$ cat src/rtl/cache_pkg.sv
// Shared definitions for the N-way cache: FSM state encoding, default
// geometry and a width helper.
package cache_pkg;

  localparam int unsigned DEF_WORD_W          = 32;
  localparam int unsigned DEF_ADDR_W          = 12;
  localparam int unsigned DEF_WORDS_PER_BLOCK = 4;
  localparam int unsigned DEF_SETS            = 4;
  localparam int unsigned DEF_WAYS            = 2;

  typedef enum logic [1:0] {
    IDLE      = 2'd0,
    LOOKUP    = 2'd1,
    WRITEBACK = 2'd2,
    ALLOCATE  = 2'd3
  } cacheState_t;

  // Index width that never collapses to zero bits.
  function automatic int unsigned clogMin1(input int unsigned n);
    return (n > 1) ? $clog2(n) : 1;
  endfunction

endpackage

$ cat src/rtl/cache_lru.sv
// True-LRU bookkeeping: one age per way per set; the accessed way becomes
// age 0 and every way younger than it ages by one. Victim is the lowest
// invalid way, otherwise the oldest way.
module cache_lru
  import cache_pkg::*;
#(
  parameter  int unsigned SETS  = DEF_SETS,
  parameter  int unsigned WAYS  = DEF_WAYS,
  localparam int unsigned IDX_W = clogMin1(SETS),
  localparam int unsigned WAY_W = clogMin1(WAYS)
) (
  input  logic             clk,
  input  logic             rst,
  input  logic [IDX_W-1:0] setIdx,
  input  logic             touch,
  input  logic [WAY_W-1:0] touchWay,
  input  logic [WAYS-1:0]  setValid,
  output logic [WAY_W-1:0] victimWay
);

  logic [WAY_W-1:0] ages [SETS][WAYS];
  logic             foundInv;

  // Age update on access; reset gives way w the age w.
  always_ff @(posedge clk) begin
    if (rst) begin
      for (int unsigned s = 0; s < SETS; s++)
        for (int unsigned w = 0; w < WAYS; w++)
          ages[s][w] <= WAY_W'(w);
    end else if (touch) begin
      for (int unsigned w = 0; w < WAYS; w++) begin
        if (WAY_W'(w) == touchWay)
          ages[setIdx][w] <= '0;
        else if (ages[setIdx][w] < ages[setIdx][touchWay])
          ages[setIdx][w] <= ages[setIdx][w] + WAY_W'(1);
      end
    end
  end

  // Victim select: oldest way, overridden by the lowest-index invalid way.
  always_comb begin
    victimWay = '0;
    foundInv  = 1'b0;
    for (int unsigned w = 0; w < WAYS; w++)
      if (ages[setIdx][w] == WAY_W'(WAYS - 1))
        victimWay = WAY_W'(w);
    for (int unsigned w = 0; w < WAYS; w++)
      if (!setValid[w] && !foundInv) begin
        victimWay = WAY_W'(w);
        foundInv  = 1'b1;
      end
  end

endmodule

$ cat src/rtl/cache_nway.sv
// Write-back, write-allocate N-way set-associative cache with a block
// memory port. Optional statistics counters under `CACHE_STATS_EN.
// Geometry assumes SETS >= 2 and WORDS_PER_BLOCK >= 2.
module cache_nway
  import cache_pkg::*;
#(
  parameter int unsigned WORD_W          = DEF_WORD_W,
  parameter int unsigned ADDR_W          = DEF_ADDR_W,
  parameter int unsigned WORDS_PER_BLOCK = DEF_WORDS_PER_BLOCK,
  parameter int unsigned SETS            = DEF_SETS,
  parameter int unsigned WAYS            = DEF_WAYS
) (
  input  logic                              clk,
  input  logic                              rst,
  input  logic                              req_valid,
  output logic                              req_ready,
  input  logic                              isRead,
  input  logic [ADDR_W-1:0]                 address,
  input  logic [WORD_W-1:0]                 writeData,
  output logic                              resp_valid,
  output logic [WORD_W-1:0]                 readData,
  output logic                              isHit,
  output logic                              mem_req,
  output logic                              mem_we,
  output logic [ADDR_W-1:0]                 mem_addr,
  output logic [WORD_W*WORDS_PER_BLOCK-1:0] mem_wdata,
  input  logic [WORD_W*WORDS_PER_BLOCK-1:0] mem_rdata,
  input  logic                              mem_ack,
  output logic [31:0]                       hit_count,
  output logic [31:0]                       miss_count
);

  localparam int unsigned OFF_W = $clog2(WORDS_PER_BLOCK);
  localparam int unsigned IDX_W = $clog2(SETS);
  localparam int unsigned TAG_W = ADDR_W - OFF_W - IDX_W;
  localparam int unsigned WAY_W = clogMin1(WAYS);
  localparam int unsigned BLK_W = WORD_W * WORDS_PER_BLOCK;

  cacheState_t state, nextState;

  logic              reqRead;
  logic [ADDR_W-1:0] reqAddr;
  logic [WORD_W-1:0] reqWData;
  logic              refilled;
  logic [OFF_W-1:0]  reqOff;
  logic [IDX_W-1:0]  reqIdx;
  logic [TAG_W-1:0]  reqTag;

  logic [BLK_W-1:0]  dataArr  [SETS][WAYS];
  logic [TAG_W-1:0]  tagArr   [SETS][WAYS];
  logic [WAYS-1:0]   validArr [SETS];
  logic [WAYS-1:0]   dirtyArr [SETS];

  logic              hit;
  logic              lookupHit;
  logic [WAY_W-1:0]  hitWay;
  logic [WAY_W-1:0]  victimWay;
  logic [WAY_W-1:0]  victimLat;

  assign reqOff    = reqAddr[OFF_W-1:0];
  assign reqIdx    = reqAddr[OFF_W +: IDX_W];
  assign reqTag    = reqAddr[ADDR_W-1 -: TAG_W];
  assign lookupHit = (state == LOOKUP) && hit;

  cache_lru #(
    .SETS (SETS),
    .WAYS (WAYS)
  ) uLru (
    .clk       (clk),
    .rst       (rst),
    .setIdx    (reqIdx),
    .touch     (lookupHit),
    .touchWay  (hitWay),
    .setValid  (validArr[reqIdx]),
    .victimWay (victimWay)
  );

  // Tag compare across the ways of the latched request's set.
  always_comb begin
    hit    = 1'b0;
    hitWay = '0;
    for (int unsigned w = 0; w < WAYS; w++)
      if (validArr[reqIdx][w] && (tagArr[reqIdx][w] == reqTag)) begin
        hit    = 1'b1;
        hitWay = WAY_W'(w);
      end
  end

  // State register.
  always_ff @(posedge clk) begin
    if (rst) state <= IDLE;
    else     state <= nextState;
  end

  // Next-state and memory-port outputs.
  always_comb begin
    nextState = state;
    req_ready = 1'b0;
    mem_req   = 1'b0;
    mem_we    = 1'b0;
    mem_addr  = '0;
    mem_wdata = '0;
    unique case (state)
      IDLE: begin
        req_ready = 1'b1;
        if (req_valid) nextState = LOOKUP;
      end
      LOOKUP: begin
        if (hit)
          nextState = IDLE;
        else if (validArr[reqIdx][victimWay] && dirtyArr[reqIdx][victimWay])
          nextState = WRITEBACK;
        else
          nextState = ALLOCATE;
      end
      WRITEBACK: begin
        mem_req   = 1'b1;
        mem_we    = 1'b1;
        mem_addr  = {tagArr[reqIdx][victimLat], reqIdx, {OFF_W{1'b0}}};
        mem_wdata = dataArr[reqIdx][victimLat];
        if (mem_ack) nextState = ALLOCATE;
      end
      ALLOCATE: begin
        mem_req  = 1'b1;
        mem_addr = {reqTag, reqIdx, {OFF_W{1'b0}}};
        if (mem_ack) nextState = LOOKUP;
      end
      default: nextState = IDLE;
    endcase
  end

  // Request latch, victim latch and registered response.
  always_ff @(posedge clk) begin
    if (rst) begin
      resp_valid <= 1'b0;
      readData   <= '0;
      isHit      <= 1'b0;
      refilled   <= 1'b0;
      reqRead    <= 1'b0;
      reqAddr    <= '0;
      reqWData   <= '0;
      victimLat  <= '0;
    end else begin
      resp_valid <= 1'b0;
      if (state == IDLE && req_valid) begin
        reqRead  <= isRead;
        reqAddr  <= address;
        reqWData <= writeData;
        refilled <= 1'b0;
      end
      if (state == LOOKUP) begin
        if (hit) begin
          resp_valid <= 1'b1;
          isHit      <= !refilled;
          readData   <= reqRead ? dataArr[reqIdx][hitWay][reqOff*WORD_W +: WORD_W]
                                : reqWData;
        end else begin
          refilled  <= 1'b1;
          victimLat <= victimWay;
        end
      end
    end
  end

  // Line status bits: dirty on write hit, clean+valid on refill.
  always_ff @(posedge clk) begin
    if (rst) begin
      for (int unsigned s = 0; s < SETS; s++) begin
        validArr[s] <= '0;
        dirtyArr[s] <= '0;
      end
    end else begin
      if (lookupHit && !reqRead)
        dirtyArr[reqIdx][hitWay] <= 1'b1;
      if (state == ALLOCATE && mem_ack) begin
        validArr[reqIdx][victimLat] <= 1'b1;
        dirtyArr[reqIdx][victimLat] <= 1'b0;
      end
    end
  end

  // Data and tag storage; contents are don't-care while the line is invalid.
  always_ff @(posedge clk) begin
    if (lookupHit && !reqRead)
      dataArr[reqIdx][hitWay][reqOff*WORD_W +: WORD_W] <= reqWData;
    if (state == ALLOCATE && mem_ack) begin
      dataArr[reqIdx][victimLat] <= mem_rdata;
      tagArr[reqIdx][victimLat]  <= reqTag;
    end
  end

`ifdef CACHE_STATS_EN
  // Saturating hit/miss counters, stepped with each response.
  always_ff @(posedge clk) begin
    if (rst) begin
      hit_count  <= '0;
      miss_count <= '0;
    end else if (lookupHit) begin
      if (!refilled) begin
        if (hit_count != '1) hit_count <= hit_count + 32'd1;
      end else begin
        if (miss_count != '1) miss_count <= miss_count + 32'd1;
      end
    end
  end
`else
  assign hit_count  = '0;
  assign miss_count = '0;
`endif

endmodule

$ cat config.mk
export PLATFORM = sky130hd
export DESIGN_NAME = cache_nway
export DESIGN_NICKNAME = d
export VERILOG_FILES = /design/src/rtl/cache_pkg.sv /design/src/rtl/cache_lru.sv /design/src/rtl/cache_nway.sv
export SDC_FILE = /design/constraint.sdc
export NUM_CORES = 2
export LEC_CHECK = 0
export CAP_MARGIN = 30
export CORE_ASPECT_RATIO = 1.4
export CORE_MARGIN = 2
export CORE_UTILIZATION = 30
export CTS_CLUSTER_SIZE = 24
export DETAILED_ROUTE_END_ITERATION = 10
export GPL_TIMING_DRIVEN = 0
export PLACE_DENSITY = 0.5
export SYNTH_ARGS = -nofsm -noshare
export SYNTH_HDL_FRONTEND = slang
export SYNTH_SLANG_ARGS = --single-unit
$ cat constraint.sdc
create_clock -name clk -period 6.8 [get_ports clk]
set_input_delay 1.36 -clock clk [delete_from_list [all_inputs] [get_ports clk]]
set_output_delay 1.36 -clock clk [all_outputs]
set_load 0.02 [all_outputs]
# Word-level counts from Yosys, hierarchy flattened
# Memory sizes are Yosys's and may differ from the RTL's. A register that Yosys moved wholly into a read port is not among the register bits.
# Index checks and enable logic that the tools add are counted.
# Widths: inputs -> output; s select.
totals:
  regBits: 83
  latchBits: 0
  mem_bits_rw: 1112
  rom_bits: 0
  inputBits: 177
  out_inout_bits: 241
  memories: 5
op_classes:
  add_sub_neg: 3
  multipliers: 0
  n_div: 0
  order_cmp: 11
  n_eq_ne: 8
  shifts: 3
  muxes: 356
  bitwise_logic: 264
  reduce_logical: 24
mem_list:
  columns: ["memory", "depth", "word_bits", "read_ports", "rd_ports_with_merged_regs", "wr", "line_no", "source"]
  rows:
  - ["dataArr", 4, 256, 1, 1, 1, "cache_nway.sv:49", "logic [BLK_W-1:0] dataArr [SETS][WAYS];"]
  - ["tagArr", 4, 16, 1, 1, 1, "cache_nway.sv:50", "logic [TAG_W-1:0] tagArr [SETS][WAYS];"]
  - ["dirtyArr", 4, 2, 1, 1, 4, "cache_nway.sv:52", "logic [WAYS-1:0] dirtyArr [SETS];"]
  - ["uLru.ages", 4, 2, 1, 1, 4, "cache_lru.sv:21", "logic [WAY_W-1:0] ages [SETS][WAYS];"]
  - ["validArr", 4, 2, 1, 1, 4, "cache_nway.sv:51", "logic [WAYS-1:0] validArr [SETS];"]
ops:
  columns: ["op", "n"]
  rows:
  - ["$mux 128", 9]
  - ["$mux 256", 2]
  - ["$mux 1", 307]
  - ["$or 1x1->1", 260]
  - ["$demux 128 s1", 2]
  - ["$shift 32x34->128 const A", 1]
  - ["$shiftx 128x8->32", 1]
  - ["$shiftx 32x34->128", 1]
  - ["$mux 2", 25]
  - ["$neg 7->34", 1]
  - ["$mux 32", 1]
  - ["$mux 8", 4]
  - ["$pmux 12 s2", 1]
  - ["$eq 8x8->1", 2]
  - ["$mux 16", 1]
  - ["$logic_and 1x1->1", 12]
  - ["$reduce_or 2->1", 5]
  - ["$demux 8 s1", 1]
  - ["$pmux 2 s4", 1]
  - ["$lt 1x2->1 const B", 3]
  - ["$ne 2x2->1 const B", 3]
  - ["$eq 2x2->1 const B", 2]
  - ["$ge 2x2->1 const B", 2]
  - ["$lt 2x1->1 const B", 2]
  - ["other kinds (11)", 20]

# Logic depth before layout (Yosys ltp)
logic_depth:
  ltp_word: 16
  ltp_mapped: 13
  depth_no_buf: 8

# Modules after synthesis
# A second synthesis with hierarchy kept.
hier_totals:
  cells_unflattened: 3410
  hier_area_um2: 52620.5
by_module_without_submodules:
  columns: ["module", "n_inst", "cells_per_inst", "area_each_um2"]
  rows:
  - ["cache_nway", 1, 3365, 52115.0]
  - ["cache_lru", 1, 45, 505.5]

# Worst setup path after synthesis
# Ideal clock, no wire load.
synth_timing:
  path_kind: "reg-to-reg"
  from: "reg (tool-made name)"
  to: "mem dataArr[0][128] (netlist bit) (enable)"
  setup_ns: 0.421
  t_arrival_ns: 3.976
  required_time_ns: 6.379
  slack_ns: 2.403
  path_stages_with_launch: 10
  cell_sequence: "dfxtp_1 buf_6 buf_6 mux4_2 xnor2_1 nand3_1 or4_4 nor4b_2 a21oi_1 nor2_1"
synth_rtl:
  columns: ["item", "line_no"]
  rows:
  - ["end, declared", "cache_nway.sv:49"]

==> out/results.tsv <==
metric	value	unit
Routed WL	219000	microns
most frequent cells in the layout	edfxtp_1 (1,111), nand2_1 (522), clkdlybuf4s50_1 (350)	
gr ovfl total	0	
CP Launch Type	flip-flop	
final worst-path cycle share	1.00	
Final Max Tran Viols	0	
insertion delay of the later-clocked pin in the worst-skew pair	0.80	ns
CTS tree	done	
fraction of layout cells with a size suffix above 1	0.174	
Initial DRT Pass Iterations	5	
Worst EP required	5.44	ns
Die Span Y	497	microns
register area share after synthesis	0.673	
routed vias	35500	
GPL Wtd Cong	0.999	
largest net degree at the start of global routing	25	
All-Layer GR Usage	0.242	
worst slew pin tran	1.15	ns
CTS Sinks	1197	
antenna violations before repair	23	
most common library cell in the layout ignoring fill and taps	edfxtp_1	
Critical Path Most Common Cell	buf_2	
count of cell types in the netlist	64	
primary flip-flop cell chosen by synthesis mapping	edfxtp_1	
Mapped Cells	3435	
CTS Buf Count	117	
worst rel slew slack	0.232	
Final Critical Period	6.81	ns
Placed Area	60400	sq um
RSZ-0062 raised after global routing	false	
first-pass GRT wire length	289000	microns
failing checks	setup timing	
fraction of registers with async set/reset	0	
Die W	356	microns
Max VDD drop	237	uV
slowest stage cell, crit path	mux2i_1	
Clock transition at path regs	0.07	ns
Die Footprint	177000	sq um
flops & latches, synth	1197	
I/O Pins	418	
Area Growth Syn to Fin	23.8	%
Max Cap Viol	0	
hold depth	1	
via/cell ratio	5.50	
Initial Utilization	0.301	
fin util	0.372	
LEAKAGE	0.0217	uW
# rows	181	
P per Cell Area	263	nW/um^2
synth warn	0	
worst setup margin	-0.0141	ns
Clock Tree Root	clkbuf_16	
crit path DAT	5.45	ns
# Post-CTS Setup Buffers	0	
outcome	finished, violations left	
slowest stage delay, CP	0.58	ns
Core Area	173000	sq um
port buffer count	350	
Crit Path Max Fanout	10	
worst r2r path cells	10	
final setup violation count	1	
Mean Syn Cell Area	15.2	sq um
NumNets Final	4238	
crit end category	primary output	
Final ANT Viol Nets	0	
Post-synth EDFFs	1111	
final hold violations	0	
vias in the first global route	33700	
Starting DRT DRC Count	4921	
post-route DRC violation count	0	
crit path cell chain	buf_2 > buf_2 > buf_2 > buf_2 > clkbuf_2 > clkdlybuf4s15_2 > mux4_2 > mux2i_1 > nor2_1 > clkdlybuf4s50_1	
htree depth	3	
Final Cell Area	64500	sq um
fillcell total	16400	
DR WL/cell	33.8	microns
HP Class	reg -> reg	
dpl hpwl	163000	microns
skew final	0.0848	ns
area of the mapped netlist	52100	sq um
Max Root-Sink Buffers	3	
FMAX	147	MHz
crit path kind	reg -> out	
cts-stage hold buffer count	0	
[synthesized netlist by cell type (9+ instances only)]
library cell / n / share of area
nand2b_1: 14 / 0.0017
edfxtp_1: 1111 / 0.64
nor2b_1: 41 / 0.0049
a311oi_1: 9 / 0.0015
buf_1: 25 / 0.0018
a31oi_1: 21 / 0.0025
a21oi_1: 80 / 0.0077
o21ai_1: 13 / 0.0012
nor2_1: 205 / 0.015
buf_4: 66 / 0.0095
clkbuf_1: 171 / 0.012
o21ai_0: 298 / 0.029
and3_1: 31 / 0.0037
mux4_2: 289 / 0.12
mux2i_1: 220 / 0.042
inv_1: 9 / 0.00065
o22ai_1: 11 / 0.0013
o2bb2ai_1: 10 / 0.0017
buf_2: 45 / 0.0043
ha_1: 9 / 0.0022
nand3_1: 29 / 0.0028
nor3_1: 12 / 0.0012
o311ai_0: 9 / 0.0015
dfxtp_1: 86 / 0.033
a221oi_1: 11 / 0.0018
o211ai_1: 14 / 0.0020
xnor2_1: 12 / 0.0020
nand2_1: 522 / 0.038
[layout make-up]
type	instances	area [sq um]	share of cell area
Multi-Input combinational cell	1979	15900	0.247
Timing Repair Buffer	434	5050	0.0782
Tap cell	2287	2860	0.0443
Inverter	11	41.3	0.000640
Buffer	312	1590	0.0246
Sequential cell	1197	35100	0.544
Clock inverter	77	823	0.0128
Clock buffer	146	3130	0.0485
Antenna cell	14	35.0	0.000543
[report_power, final]
part	leakage, uW	internal, uW	total (uW)	switching (uW)
logic	0.00726	693	2040	1350
clock network	0.00192	3770	6750	2980
registers	0.0125	8060	8200	144
[flip-flops by register name, summed over array words and instances, names as in the netlist, named ones only]
name,cells
uLru.ages,8
dataArr,1024
state,2
reqAddr,12
resp_valid,1
readData,32
validArr,8
isHit,1
refilled,1
tagArr,64
dirtyArr,8
reqWData,32
victimLat,1
reqRead,1
[timing repair]
item                                    in CTS  in global routing
endpoints found under the setup margin      70                  6
gates resized for setup                     18                  1
cloned                                       0                  0
pin swaps                                    0                  0
[metrics by stage]
stage / total power (uW) / instances / setup slack, ns / hold slack, ns / setup TNS (ns)
after floorplan: 9230 / 3500 / 2.40 / 0.413 / 0
after global placement: 10200 / 6137 / -2.61 / 0.422 / -2151.78
after detailed placement: 10300 / 6215 / 0.00110 / 0.434 / 0
after CTS: 17000 / 6438 / 0.0418 / 0.444 / 0
after global routing: 17400 / 6444 / 0.0253 / 0.469 / 0
final: 17000 / 6457 / -0.0141 / 0.454 / -0.0141
[final timing paths]
kind              from         endpoint  slack [ns]
min           refilled            isHit        0.45
max          flip-flop    mem_wdata[39]       -0.01
min reg2reg   refilled            isHit        0.45
max reg2reg   state[0]  dataArr[0][169]        1.35
[cell families after synthesis]
kind of cell,share of synthesized area
mux,0.167
flops,0.673
fa+ha+maj,0.00216
compound gates,0.0534
buf+inv,0.0306
other cells,0.0000720
xor+xnor,0.00250
simple gates,0.0708
[critical path: cells and delay by family (launching register included)]
kind | cells | cell delay (ns)
simple gates | 1 | 0.12
buf+inv | 7 | 3.26
mux | 2 | 1.00
flops | 1 | 0.30
[metal layers]
metal / vias up / global-route usage / routed length [microns]
li1: 14300 / - / -
met1: 18400 / 0.326 / 85200
met2: 2409 / 0.365 / 97600
met3: 316 / 0.0657 / 25700
met4: 8 / 0.103 / 10000
met5: - / 0 / 43
Note: power is estimated with default switching activity, not from simulation.
